--- src/rtl/sdf_bf_sequencer.sv ---
// Control sequencer for one radix-2 single-path delay-feedback FFT stage.
// Optional SDF_SEQ_BYPASS_EN adds a bypass input that turns the stage into a pure M-sample delay.
`timescale 1ns/1ps
module sdf_bf_sequencer #(
   parameter int N = 64,
   parameter int M = 32
) (
   input  logic                 clock,
   input  logic                 reset_n,
   input  logic                 di_en,
`ifdef SDF_SEQ_BYPASS_EN
   input  logic                 bypass,
`endif
   output logic                 bf_sel,
   output logic                 db_wr_en,
   output logic [$clog2(M)-1:0] db_addr,
   output logic                 tw_en,
   output logic [$clog2(N)-1:0] tw_addr,
   output logic                 do_en,
   output logic                 busy,
   output logic                 frame_done
);
   localparam int NW = $clog2(N);
   localparam int MW = $clog2(M);
   localparam int SH = NW - MW - 1;
   localparam logic [NW-1:0] CNT_LAST = NW'(N - 1);
   localparam logic [NW-1:0] CNT_FD   = NW'(M - 1);
   localparam logic [MW-1:0] POS_LAST = MW'(M - 1);

   typedef enum logic [1:0] {IDLE, FILL, RUN, FLUSH} state_t;

   state_t          state_reg, state_next;
   logic [NW-1:0]   cnt_reg, cnt_next;
   logic            wrap_reg, wrap_next;
   logic            byp_reg, byp_next;
   logic            byp_in;
   logic            slot, ph, no_y1;
   logic [MW-1:0]   pos;
   logic            bf_next, wr_next, tw_next, do_next, fd_next;
   logic [MW-1:0]   addr_next;
   logic [NW-1:0]   twa_next;

`ifdef SDF_SEQ_BYPASS_EN
   assign byp_in = bypass;
`else
   assign byp_in = 1'b0;
`endif

   assign ph    = cnt_reg[MW];
   assign pos   = cnt_reg[MW-1:0];
   assign slot  = di_en || (state_reg == FLUSH);
   // Until the first butterfly half of a fresh frame, the buffer holds no y1 data.
   assign no_y1 = (state_reg == IDLE) || (state_reg == FILL);

   always_ff @(posedge clock or negedge reset_n) begin
      if (!reset_n) begin
         state_reg <= IDLE;
         cnt_reg   <= '0;
         wrap_reg  <= 1'b0;
         byp_reg   <= 1'b0;
      end else begin
         state_reg <= state_next;
         cnt_reg   <= cnt_next;
         wrap_reg  <= wrap_next;
         byp_reg   <= byp_next;
      end
   end

   always_comb begin
      state_next = state_reg;
      cnt_next   = slot ? cnt_reg + 1'b1 : cnt_reg;
      wrap_next  = 1'b0;
      byp_next   = byp_reg;
      case (state_reg)
         IDLE: begin
            if (di_en) begin
               state_next = FILL;
               byp_next   = byp_in;
            end
         end
         FILL: begin
            if (di_en && (pos == POS_LAST))
               state_next = RUN;
         end
         RUN: begin
            if (di_en)
               wrap_next = (cnt_reg == CNT_LAST);
            else if (wrap_reg)
               state_next = FLUSH;
         end
         FLUSH: begin
            // A new sample during flush starts the next frame in the same slot.
            if (di_en)
               state_next = RUN;
            else if (pos == POS_LAST) begin
               state_next = IDLE;
               cnt_next   = '0;
            end
         end
         default: state_next = IDLE;
      endcase
   end

   always_comb begin
      wr_next   = slot;
      addr_next = slot ? pos : '0;
      bf_next   = slot && ph && !byp_reg;
      do_next   = slot && (ph || !no_y1);
      tw_next   = slot && !ph && !no_y1 && !byp_reg;
      twa_next  = slot ? (NW'(pos) << SH) : '0;
      fd_next   = slot && !no_y1 && (cnt_reg == CNT_FD);
   end

   always_ff @(posedge clock or negedge reset_n) begin
      if (!reset_n) begin
         bf_sel     <= 1'b0;
         db_wr_en   <= 1'b0;
         db_addr    <= '0;
         tw_en      <= 1'b0;
         tw_addr    <= '0;
         do_en      <= 1'b0;
         frame_done <= 1'b0;
      end else begin
         bf_sel     <= bf_next;
         db_wr_en   <= wr_next;
         db_addr    <= addr_next;
         tw_en      <= tw_next;
         tw_addr    <= twa_next;
         do_en      <= do_next;
         frame_done <= fd_next;
      end
   end

   // Held high through the cycle showing the final output, so it drops after frame_done.
   assign busy = (state_reg != IDLE) || do_en;

endmodule

--- config.mk ---
export PLATFORM = sky130hd
export DESIGN_NAME = sdf_bf_sequencer
export DESIGN_NICKNAME = d
export VERILOG_FILES = /design/src/rtl/sdf_bf_sequencer.sv
export SDC_FILE = /design/constraint.sdc
export NUM_CORES = 1
export LEC_CHECK = 0
export ABC_AREA = 1
export CAP_MARGIN = 20
export CORE_MARGIN = 2
export CORE_UTILIZATION = 45
export DETAILED_ROUTE_END_ITERATION = 8
export PLACE_DENSITY = 0.73
export SLEW_MARGIN = 20
export SYNTH_ARGS = -nofsm -noshare
export SYNTH_HDL_FRONTEND = slang
export SYNTH_SLANG_ARGS = --single-unit
--- constraint.sdc ---
create_clock -name clock -period 3.5 [get_ports clock]
set_input_delay 0.7 -clock clock [delete_from_list [all_inputs] [get_ports clock]]
set_output_delay 0.7 -clock clock [all_outputs]
set_load 0.01 [all_outputs]
==> results.py <==
metrics = {
    "status": {
        "status": "complete, no violations",
    },
    "die": {
        "pin_count": 20,
        "die_h_um": 49.1,
        "core-area_um2": 1940,
        "rows": 16,
        "die_x_um": 49.1,
        "start_util_pct": 47.1,
        "die-area_um2": 2410,
    },
    "power_and_ir_drop": {
        "peakVddDrop_v": 0.000360,
        "p_leak_nw": 0.567,
        "power_density_nw_per_um2": 879,
    },
    "place": {
        "place_congestion": 0.799,
        "place_ws_ns": 1.55,
        "io_buffers": 18,
        "place_inst": 145,
        "hpwl_um": 1190,
    },
    "cts": {
        "cts_tree": "done",
        "clockBufferDepth": 2,
        "postCtsSetupBuffers": 0,
        "insertion_delay_ns": 0.30,
        "path_clk_slew_ns": 0.11,
        "ctsResizeCount": 0,
        "cts_inserted_buffers": 3,
        "clock-root-buffer": "clkbuf_4",
        "cts.sinks": 19,
        "htreeDepth": 1,
        "postCtsHoldBufs": 0,
    },
    "cells_and_area": {
        "diodes": 0,
        "area.growth.synth_to_final_pct": 20.2,
        "drive_gt1_share_pct": 9.02,
        "final_common_cell": "nand2_1",
        "instances_no_fill": 149,
        "final_cell_mix": "nand2_1, dfrtp_1, clkdlybuf4s50_1",
        "final_nets": 129,
        "largest_reg_flops": 6,
    },
    "global_routing": {
        "grt_usage_pct": 15.5,
        "grt_pass1_wl_um": 2870,
        "grt_start_max_net_pins": 20,
        "grt_pass1_vias": 668,
        "antenna_found_initial": 0,
        "grt_overflow_total": 0,
    },
    "logic_synthesis": {
        "yosys-top-cells-area": "dfrtp_1, nand2_1, nor2_1",
        "synthDistinctLibCells": 18,
        "synth_top_area_cell": "dfrtp_1",
        "yosysSeqAreaShare_pct": 52.0,
        "synth-seq-cells": 19,
        "yosys_warnings": 0,
        "synth_top_area_share_pct": 52.0,
        "synth_fp_nets": 113,
        "synthesis.area_um2": 915,
        "avgSynthCellArea_um2": 8.55,
        "synthCells": 107,
    },
    "job": {
        "maxCapViolations": 0,
    },
    "routing": {
        "drt_iter0_drc": 19,
        "via_per_inst": 4.74,
        "wire_per_inst_um": 10.7,
        "ant_nets": 0,
        "drt-total-wl_um": 1600,
        "drc_errors": 0,
        "vias": 706,
        "dr.pass1.iters": 4,
    },
    "sta": {
        "finalSetupViolCount": 0,
        "fmax_mhz": 433,
        "min_period_over_period_pct": 66.0,
        "fin_ws_ns": 1.19,
        "rsz0062_at_grt": "no",
        "clock_skew_ns": 0.0119,
        "slew_viol_final": 0,
        "worst_pin_slew_ns": 0.819,
        "finalCriticalPeriod_ns": 2.31,
        "slew_headroom_pct": 45.2,
        "fin_tns_setup_ns": 0,
        "hold_viol": 0,
    },
    "min_path": {
        "hold_path_class": "reg -> reg",
        "whs_path_depth": 1,
    },
    "critical_path": {
        "critPathArrivalTime_ns": 1.61,
        "cp-end-kind": "output port",
        "cp-start-kind": "flop",
        "cp_data_required_time_ns": 2.80,
        "worstRegToRegCells": 8,
        "crit_fanout": 8,
        "worst-setup-path-type": "reg -> out",
    },
}
## power breakdown
group          switching (mW)  leakage, nW  internal [mW]
clock network          0.0674       0.0177         0.0425
logic                   0.244        0.317          0.227
registers              0.0768        0.233          0.308
## layout make-up
| cell class | count | area, um2 |
|---|---|---|
| inverters | 16 | 60.1 |
| well taps | 27 | 33.8 |
| multi-input cells | 65 | 323 |
| flip-flops and latches | 19 | 475 |
| repair buffers | 18 | 180 |
| clock inverters | 1 | 5.00 |
| clock buffers | 3 | 22.5 |
| fillers | 191 | 842 |
## routing by layer
metal  routed length [um]  global-route usage [%]
met3                   63                    2.76
met5                    0                       0
met4                   24                    5.71
met2                  800                    27.7
met1                  709                    18.4
## cell usage after synthesis
| cell | n |
|---|---|
| buf_6 | 1 |
| ha_1 | 3 |
| xor2_1 | 1 |
| nand2_2 | 1 |
| nand2_1 | 21 |
| inv_1 | 14 |
| nand3b_1 | 1 |
| nand3_1 | 5 |
| dfrtp_1 | 19 |
| inv_2 | 2 |
| o21ai_0 | 3 |
| conb_1 | 1 |
| nor2_1 | 16 |
| a21oi_1 | 4 |
| nor3_1 | 5 |
| buf_4 | 6 |
| nor2_2 | 2 |
| nand2_4 | 2 |
## critical path, cell delays in order (launching register included)
cell	delay, ns
dfrtp_1	0.50
nor2_1	0.26
nand2_1	0.08
clkdlybuf4s50_1	0.48
## metrics by stage
step                      hold WS, ns  instance area [um2]  total power [mW]  utilization (%)
after floorplan                 0.404                  915             0.699                -
after global placement          0.502                 1070             0.844             55.2
after detailed placement        0.504                 1070             0.861             55.2
after CTS                       0.523                 1100             0.973             56.6
after global routing            0.557                 1100              1.05             56.6
final                           0.528                 1100             0.967             56.6
## logic make-up after synthesis
kind of cell	synth area share [%]
other	0.410
AO/OA/AOI/OAI	3.83
AND/OR/NAND/NOR	26.0
flip-flops	52.0
adder cells (fa/ha/maj)	4.10
buffers and inverters	12.7
XOR/XNOR	0.958
## worst paths after layout
kind	from	end	slack, ns
max	state_reg[1]$_DFFE_PN0P_	busy	1.19
min	cnt_reg[5]$_DFF_PN0_	tw_en$_DFF_PN0_	0.53
max reg2reg	cnt_reg[0]$_DFF_PN0_	state_reg[1]$_DFFE_PN0P_	1.84
min reg2reg	cnt_reg[5]$_DFF_PN0_	tw_en$_DFF_PN0_	0.53
max in group asynchronous	reset_n	tw_addr[2]$_DFF_PN0_	2.12
min in group asynchronous	reset_n	cnt_reg[3]$_DFF_PN0_	0.86
(Power assumes the default switching activity.)
